===== src/rtl/voice_allocator_if.sv =====
// Bundle between the keyboard decoder / tone bank and the voice allocator.
//   pressed_key  : level vector, bit k high while key k is held
//   voice_active : bit v high while voice v sounds a key
//   voice_key    : key index of voice v in [v*KEY_W +: KEY_W]
//   note_on      : one-cycle retrigger pulse per voice
//   steal        : one-cycle pulse when an active voice was taken over
//   busy         : allocator is applying an event or has edges pending
// master = keyboard/tone-bank side, slave = allocator.
interface voice_allocator_if #(
  parameter int NUM_KEYS   = 48,
  parameter int NUM_VOICES = 4,
  parameter int KEY_W      = 6
);
  logic [NUM_KEYS-1:0]         pressed_key;
  logic [NUM_VOICES-1:0]       voice_active;
  logic [NUM_VOICES*KEY_W-1:0] voice_key;
  logic [NUM_VOICES-1:0]       note_on;
  logic                        steal;
  logic                        busy;

  modport master (
    output pressed_key,
    input  voice_active, voice_key, note_on, steal, busy
  );

  modport slave (
    input  pressed_key,
    output voice_active, voice_key, note_on, steal, busy
  );
endinterface


===== src/rtl/voice_allocator.sv =====
// Polyphonic voice scheduler. Detects key press/release edges against the
// last serviced key state, services one edge per two cycles (IDLE selects,
// APPLY executes), assigns presses to the lowest free voice or steals the
// least-recently-assigned one, and frees a voice when its key is released.
// Ports:
//   clk   : system clock, rising edge
//   reset : asynchronous, active-low
//   bus   : voice_allocator_if slave modport (see interface header)
module voice_allocator #(
  parameter int NUM_KEYS   = 48,
  parameter int NUM_VOICES = 4,
  parameter int KEY_W      = 6
) (
  input logic             clk,
  input logic             reset,
  voice_allocator_if.slave bus
);

  localparam int VIDX_W = $clog2(NUM_VOICES);

  localparam logic [0:0] IDLE  = 1'b0;
  localparam logic [0:0] APPLY = 1'b1;

  logic [0:0]            state;
  logic [NUM_KEYS-1:0]   seen;
  logic [KEY_W-1:0]      ev_key;
  logic                  ev_press;
  logic [NUM_VOICES-1:0] active;
  logic [KEY_W-1:0]      vkey [NUM_VOICES];
  logic [VIDX_W-1:0]     age  [NUM_VOICES];
  logic [NUM_VOICES-1:0] note_on;
  logic                  steal;

  logic [NUM_KEYS-1:0]   rel;
  logic [NUM_KEYS-1:0]   prs;
  logic [KEY_W-1:0]      sel_key;
  logic                  sel_press;
  logic                  have_free;
  logic [VIDX_W-1:0]     tgt;

  // Event selection: releases before presses, lowest key index within a
  // class. Scanning downward leaves the lowest set index in sel_key.
  always_comb begin
    // NOTE: every always_comb output gets a default first, so no path can
    // leave it unassigned and infer a latch.
    sel_key   = '0;
    rel       = seen & ~bus.pressed_key;
    prs       = bus.pressed_key & ~seen;
    sel_press = ~(|rel);
    for (int k = NUM_KEYS - 1; k >= 0; k--) begin
      if (sel_press ? prs[k] : rel[k]) sel_key = KEY_W'(k);
    end
  end

  // Target voice for a press: lowest inactive voice, otherwise the oldest.
  always_comb begin
    tgt       = '0;
    have_free = ~(&active);
    for (int v = NUM_VOICES - 1; v >= 0; v--) begin
      if (!active[v]) tgt = VIDX_W'(v);
    end
    if (!have_free) begin
      for (int v = 0; v < NUM_VOICES; v++) begin
        if (age[v] == VIDX_W'(NUM_VOICES - 1)) tgt = VIDX_W'(v);
      end
    end
  end

  always_ff @(posedge clk or negedge reset) begin
    if (!reset) begin
      state    <= IDLE;
      seen     <= '0;
      ev_key   <= '0;
      ev_press <= 1'b0;
      active   <= '0;
      note_on  <= '0;
      steal    <= 1'b0;
      // NOTE: the per-voice arrays are reset explicitly: age must start as
      // a valid permutation and voice_key must read 0 out of reset.
      for (int v = 0; v < NUM_VOICES; v++) begin
        vkey[v] <= '0;
        age[v]  <= VIDX_W'(v);
      end
    end else begin
      // NOTE: sequential state uses non-blocking assignments so every read
      // in this block sees the pre-edge value (age compare below relies on it).
      note_on <= '0;
      steal   <= 1'b0;
      case (state)
        IDLE: begin
          if (|(bus.pressed_key ^ seen)) begin
            ev_key   <= sel_key;
            ev_press <= sel_press;
            state    <= APPLY;
          end
        end
        default: begin
          seen[ev_key] <= ev_press;
          state        <= IDLE;
          if (!ev_press) begin
            // A stolen key matches no voice; only seen changes.
            for (int v = 0; v < NUM_VOICES; v++) begin
              if (active[v] && vkey[v] == ev_key) active[v] <= 1'b0;
            end
          end else begin
            active[tgt]  <= 1'b1;
            vkey[tgt]    <= ev_key;
            note_on[tgt] <= 1'b1;
            steal        <= ~have_free;
            // Everything newer than the target ages by one; target becomes newest.
            for (int v = 0; v < NUM_VOICES; v++) begin
              if (age[v] < age[tgt]) age[v] <= age[v] + 1'b1;
            end
            age[tgt] <= '0;
          end
        end
      endcase
    end
  end

  always_comb begin
    bus.voice_key = '0;
    for (int v = 0; v < NUM_VOICES; v++) begin
      bus.voice_key[v*KEY_W +: KEY_W] = vkey[v];
    end
  end

  assign bus.voice_active = active;
  assign bus.note_on      = note_on;
  assign bus.steal        = steal;
  assign bus.busy         = reset & ((state == APPLY) | (|(bus.pressed_key ^ seen)));

endmodule


===== src/flat_wrapper.sv =====
// flat-port wrapper written by rule: the top's interface ports become plain ports
module voice_allocator_flat 
#(
  parameter int NUM_KEYS   = 48,
  parameter int NUM_VOICES = 4,
  parameter int KEY_W      = 6
)
  (clk, reset, bus_pressed_key, bus_voice_active, bus_voice_key, bus_note_on, bus_steal, bus_busy);
  voice_allocator_if #(.NUM_KEYS(NUM_KEYS), .NUM_VOICES(NUM_VOICES), .KEY_W(KEY_W)) bus_i ();
  input logic clk;
  input logic reset;
  input wire logic [$bits(bus_i.pressed_key)-1:0] bus_pressed_key;
  output wire logic [$bits(bus_i.voice_active)-1:0] bus_voice_active;
  output wire logic [$bits(bus_i.voice_key)-1:0] bus_voice_key;
  output wire logic [$bits(bus_i.note_on)-1:0] bus_note_on;
  output wire logic [$bits(bus_i.steal)-1:0] bus_steal;
  output wire logic [$bits(bus_i.busy)-1:0] bus_busy;
  assign bus_i.pressed_key = bus_pressed_key;
  assign bus_voice_active = bus_i.voice_active;
  assign bus_voice_key = bus_i.voice_key;
  assign bus_note_on = bus_i.note_on;
  assign bus_steal = bus_i.steal;
  assign bus_busy = bus_i.busy;
  voice_allocator #(.NUM_KEYS(NUM_KEYS), .NUM_VOICES(NUM_VOICES), .KEY_W(KEY_W)) u_core (.clk(clk), .reset(reset), .bus(bus_i));
endmodule

===== config.mk =====
export PLATFORM = sky130hd
export DESIGN_NAME = voice_allocator_flat
export DESIGN_NICKNAME = d
export VERILOG_FILES = /design/src/rtl/voice_allocator_if.sv /design/src/rtl/voice_allocator.sv /design/src/flat_wrapper.sv
export SDC_FILE = /design/constraint.sdc
export NUM_CORES = 1
export LEC_CHECK = 0
export ABC_AREA = 1
export CAP_MARGIN = 20
export CORE_AREA = 3 3 172 174
export CTS_CLUSTER_SIZE = 24
export DETAILED_ROUTE_END_ITERATION = 10
export DIE_AREA = 0 0 175 177
export GPL_ROUTABILITY_DRIVEN = 0
export PLACE_DENSITY = 0.38
export SLEW_MARGIN = 30
export SYNTH_ARGS = -nofsm -noshare
export SYNTH_HDL_FRONTEND = slang
export SYNTH_SLANG_ARGS = --single-unit

===== constraint.sdc =====
create_clock -name clk -period 7.6 [get_ports clk]
set_clock_uncertainty 0.05 [all_clocks]
set_input_delay 2.28 -clock clk [delete_from_list [all_inputs] [get_ports clk]]
set_output_delay 2.28 -clock clk [all_outputs]
set_load 0.05 [all_outputs]

# [Yosys cells after proc, flatten, opt, wreduce, memory -nomap -nowiden]
# Index checks and enable logic that the tools add are counted.
[word_totals] input_bits=50 out_inout_bits=34 ff_bits=97 word_cells=214
[classes] add_sub_neg=4 n_reduce_logical=20 n_eq_ne=8 mux=141 magnitude_cmp=10 bitwise_logic=13
[op_table] cell="6-bit two-way mux" n=49
[op_table] cell="48-bit AND" n=2
[op_table] cell="48-bit NOT" n=2
[op_table] cell="48-bit OR reduction" n=2
[op_table] cell="1-bit two-way mux" n=58
[op_table] cell="48-bit bitwise mux" n=1
[op_table] cell="2-bit two-way mux" n=24
[op_table] cell="48-bit XOR" n=1
[op_table] cell="24-bit bitwise mux" n=1
[op_table] cell="6-bit == test" n=4
[op_table] cell="6-bit demux with 2-bit select" n=1
[op_table] cell="4-bit two-way mux" n=3
[op_table] cell="2-bit AND reduction" n=6
[op_table] cell="2-bit by 1-bit adder with 2-bit output, second input constant" n=4
[op_table] cell="8-bit AND" n=1
[op_table] cell="2-bit == test, second input constant" n=4
[op_table] cell="2-bit < comparator" n=4
[op_table] cell="8-bit NOT" n=1
[op_table] cell="2-bit nonzero test" n=4
[op_table] cell="1-bit logical AND" n=7
[op_table] cell="6-bit by 7-bit < comparator with 1-bit output, second input constant" n=1
[op_table] cell="1-bit demux with 6-bit select" n=1
[op_table] cell="6-bit by 1-bit greater-or-equal comparator with 1-bit output, second input constant" n=1
[op_table] cell="2-bit binary-select mux with 2-bit select" n=1
[op_table] cell="other kinds (12)" n=13

# [Depth between registers and ports, before layout]
[logic_depth] ltp_word=52 depth_mapped=58 depth_no_buf=58

# [Worst setup path after synthesis]
# OpenSTA, ideal clock, no wires.
[synth_timing] path_kind="input to output" startpoint="input port bus_pressed_key[27]" endpoint="output port bus_busy" cell_stages=6 slack_ns=1.894 arrival_ns=3.376 required_ns=5.270 n_path_buf=0 cell_sequence="inv_1 > ha_1 > nand4_1 > nor4_1 > nand3_1 > o21a_1"
[synth_via] elab_chain_len=4
[synth_rtl] element="start: declaration" line="flat_wrapper.sv:12" rtl="input wire logic [$bits(bus_i.pressed_key)-1:0] bus_pressed_key;"
[synth_rtl] element="48-bit XOR" line="voice_allocator.sv:131" rtl="assign bus.busy = reset & ((state == APPLY) | (|(bus.pressed_key ^ seen)));"
[synth_rtl] element="48-bit OR reduction" line="voice_allocator.sv:131"
[synth_rtl] element="1-bit bitwise OR" line="voice_allocator.sv:131"
[synth_rtl] element="1-bit AND" line="voice_allocator.sv:131"
[synth_rtl] element="end: declaration" line="flat_wrapper.sv:17" rtl="output wire logic [$bits(bus_i.busy)-1:0] bus_busy;"
# No other way between the ends.

# [Worst setup path in the final report]
[layout_timing] startpoint="input port bus_pressed_key[37]" endpoint="output port bus_busy"
# The elaborated chain is that of the path after synthesis.

==> flow_summary.yaml <==
synth:
  async_reset_ff_frac: 1.00
  yosysWarnings: 0
  synth_edf_count: 0
  synthFlopType: "sky130_fd_sc_hd__dfrtp_1"
  synth.top_cells.by_area: "sky130_fd_sc_hd__dfrtp_1, sky130_fd_sc_hd__ha_1, sky130_fd_sc_hd__nand2_1"
  share_of_synthesized_area_occupied_by_flip_flops_and_latches: 0.346
  synth_seq_cells: 97
  post_synth_cell_types: 41
  synthesis.area_sq_mm: 0.00703
  post-synth-top-area-cell: "sky130_fd_sc_hd__dfrtp_1"
  postSynthCellCount: 903
  syn_nets: 1057
  syn-mean-instance-area_sq_um: 7.79
  synth_top_area_frac: 0.331
clocking:
  clkSinkCount: 97
  tritoncts.num_buffers: 9
  worst_setup_hold_path_clk_slew_ns: 0.07
  max_h_tree_level: 3
  cts_root_buf: "sky130_fd_sc_hd__clkbuf_16"
  post_cts_resized: 0
  cts_hold_buffers: 0
  post-cts-setup-buffers: 0
  cts_tree: "yes"
  cts-root-to-sink-buffers: 2
  worst_skew_pair.late_latency_ns: 0.36
placed_design:
  portBuffers: 83
  dp.cells: 1351
  dp_hpwl_mm: 16.9
floorplanning:
  row_count: 61
  fp.coreArea_sq_mm: 0.0279
  ioPinCount: 84
  floorplan.die.height_um: 177
  die_w_um: 175
  initial_core_util: 0.252
  fp.dieArea_sq_mm: 0.0310
routing:
  drt_iter0_markers: 281
  drt-total-wl_mm: 22.0
  met2_length_mm: 10.1
  drc: 0
  route.vias.total: 6127
  post_drt_wl_per_cell_um: 16.1
  topRoutingLayerUsed: "met4"
  wl_met3_um: 978
  dr.pass1.iters: 5
  ant_nets: 0
  m1WireLength_mm: 10.6
  routed_via_density: 4.48
cells_and_area:
  ff_latch_area_sq_mm: 0.00243
  layout.core_utilization: 0.309
  final-instance-count-excl-fill: 1367
  multi_input_comb_area_sq_mm: 0.00386
  layout.filler_cells: 3078
  drive_gt1_frac: 0.0546
  number_of_inserted_diodes: 0
  flow.area_growth_from_synthesis_pct: 22.9
  mostFrequentLayoutCells: "sky130_fd_sc_hd__nand2_1, sky130_fd_sc_hd__inv_1, sky130_fd_sc_hd__ha_1"
  most_common_library_cell_in_the_layout_ignoring_fill_and_taps: "sky130_fd_sc_hd__nand2_1"
  finalNetCount: 1138
global_routing:
  first_global_vias: 6278
  grt_start_max_net_pins: 56
  total_gr_overflow: 0
  grt_usage: 0.147
  grt_pass1_wl_mm: 35.7
  initial_antenna_violation_count: 0
power_and_ir_drop:
  p_total_uw: 3270
  pleak_uw: 0.00429
  peakVddDrop_mv: 0.154
  power_density_mw_per_mm2: 378
setup_path:
  critical_path.startpoint: "bus_pressed_key[37]"
  worst-setup-path-type: "in2out"
  worstReg2RegStart: "u_core.seen[7]$_DFFE_PN0P_"
  r2r_setup_slack_ns: 3.10
  regToRegEndpoint: "u_core.ev_key[0]$_DFFE_PN0P_"
  path_max_fanout: 2
  timing.critical_path.to: "bus_busy"
  worst-endpoint-arrival_ns: 4.92
  crit_path_end_kind: "output port"
  rr_worst_depth: 53
  sort_of_element_at_the_start_of_the_critical_path: "input pin"
  critPathRequiredTime_ns: 5.27
sta:
  timing.final.crit_period_ns: 7.25
  fmax_mhz: 138
  timing.final.crit_share: 0.954
  worst_slew_margin_rel: 0.434
  hold_viol: 0
  slew_viol_final: 0
  grt_setup_unrepaired: "false"
  tightest_slew_ns: 0.846
  timing.setup.tns_ns: 0
  report.final.setup_viol: 0
hold_path:
  holdCritStartpoint: "u_core.age[1]$_DFFE_PN1P_"
  timing.hold.worst.class: "reg2reg"
flow_run:
  cap_viol_max_count: 0
run_status:
  run_status: "finished, final reports clean"
## worst max-delay path: stages
cell	delay, ns
sky130_fd_sc_hd__clkdlybuf4s50_1	0.49
sky130_fd_sc_hd__inv_1	0.05
sky130_fd_sc_hd__ha_1	0.27
sky130_fd_sc_hd__nand4_1	0.14
sky130_fd_sc_hd__nor4_1	0.55
sky130_fd_sc_hd__nand3_1	0.17
sky130_fd_sc_hd__o21a_1	0.25
sky130_fd_sc_hd__clkdlybuf4s50_1	0.71
## metrics by stage
step	hold slack (ns)	setup WS (ns)	area [sq um]
floorplan	0.422	1.89	7030
global placement	0.458	0.224	8300
detailed placement	0.461	0.225	8300
CTS	0.471	0.226	8640
global route	0.489	0.158	8640
finish	0.464	0.350	8640
## how the worst min path moves through the flow
stage                                           end  slack (ns)  depth (start not counted)
final                     u_core.age[1]$_DFFE_PN1P_        0.46                          2
after global routing      u_core.age[6]$_DFFE_PN0P_        0.49                          1
after CTS                 u_core.age[1]$_DFFE_PN1P_        0.47                          2
after detailed placement  u_core.age[1]$_DFFE_PN1P_        0.46                          2
after global placement    u_core.age[1]$_DFFE_PN1P_        0.46                          2
after floorplan           u_core.age[1]$_DFFE_PN1P_        0.42                          2
## per-layer routing
layer / global-route usage / vias up
met5: 0 / -
met4: 0.0306 / 0
met3: 0.0313 / 17
met2: 0.238 / 100
met1: 0.203 / 2863
li1: - / 3147
## cell usage after synthesis (all sizes together), types with 3 or more instances
library cell  instances
inv                 146
a211oi                3
nor3                 14
o21ai                54
a21oi                91
clkinv                4
xor2                  6
o2111ai               3
nand4                17
clkbuf               29
and2                 10
nand3                13
nand2               165
a221oi                3
dfrtp                93
ha                  104
a31oi                41
o22ai                 5
or2                   5
nor4                 10
nor2                 66
dfstp                 4
## flip-flops by register name (all words and copies together) (netlist names)
register / flops
u_core.seen: 48
u_core.ev_key: 6
u_core.bus.note_on: 4
u_core.state: 1
u_core.bus.voice_key: 24
u_core.bus.steal: 1
u_core.age: 8
u_core.ev_press: 1
u_core.bus.voice_active: 4
## kinds of logic (layout without fill, tap and decap cells)
kind of cell / count (synthesis) / count (layout) / share of synthesized area
compound gates: 213 / 213 / 0.170
xor+xnor: 8 / 8 / 0.00996
fa+ha+maj: 104 / 104 / 0.185
buf+inv: 181 / 267 / 0.106
flops: 97 / 97 / 0.346
simple gates: 300 / 300 / 0.183
## where the power goes
| part | total (uW) | leakage (uW) | switching, uW | internal (uW) |
|---|---|---|---|---|
| Clock | 536 | 0.000166 | 214 | 322 |
| Combinational | 1850 | 0.00284 | 1200 | 647 |
| Sequential | 884 | 0.00128 | 205 | 679 |
| Total | 3270 | 0.00429 | 1620 | 1650 |
## layout make-up
type	instances	share of cell area
Inverter	151	0.0672
Sequential cell	97	0.281
Timing Repair Buffer	100	0.111
Clock buffer	9	0.0261
Clock inverter	7	0.0135
Tap cell	378	0.0547
Multi-Input combinational cell	625	0.446
No activity file was read; power rests on OpenSTA's default activity.
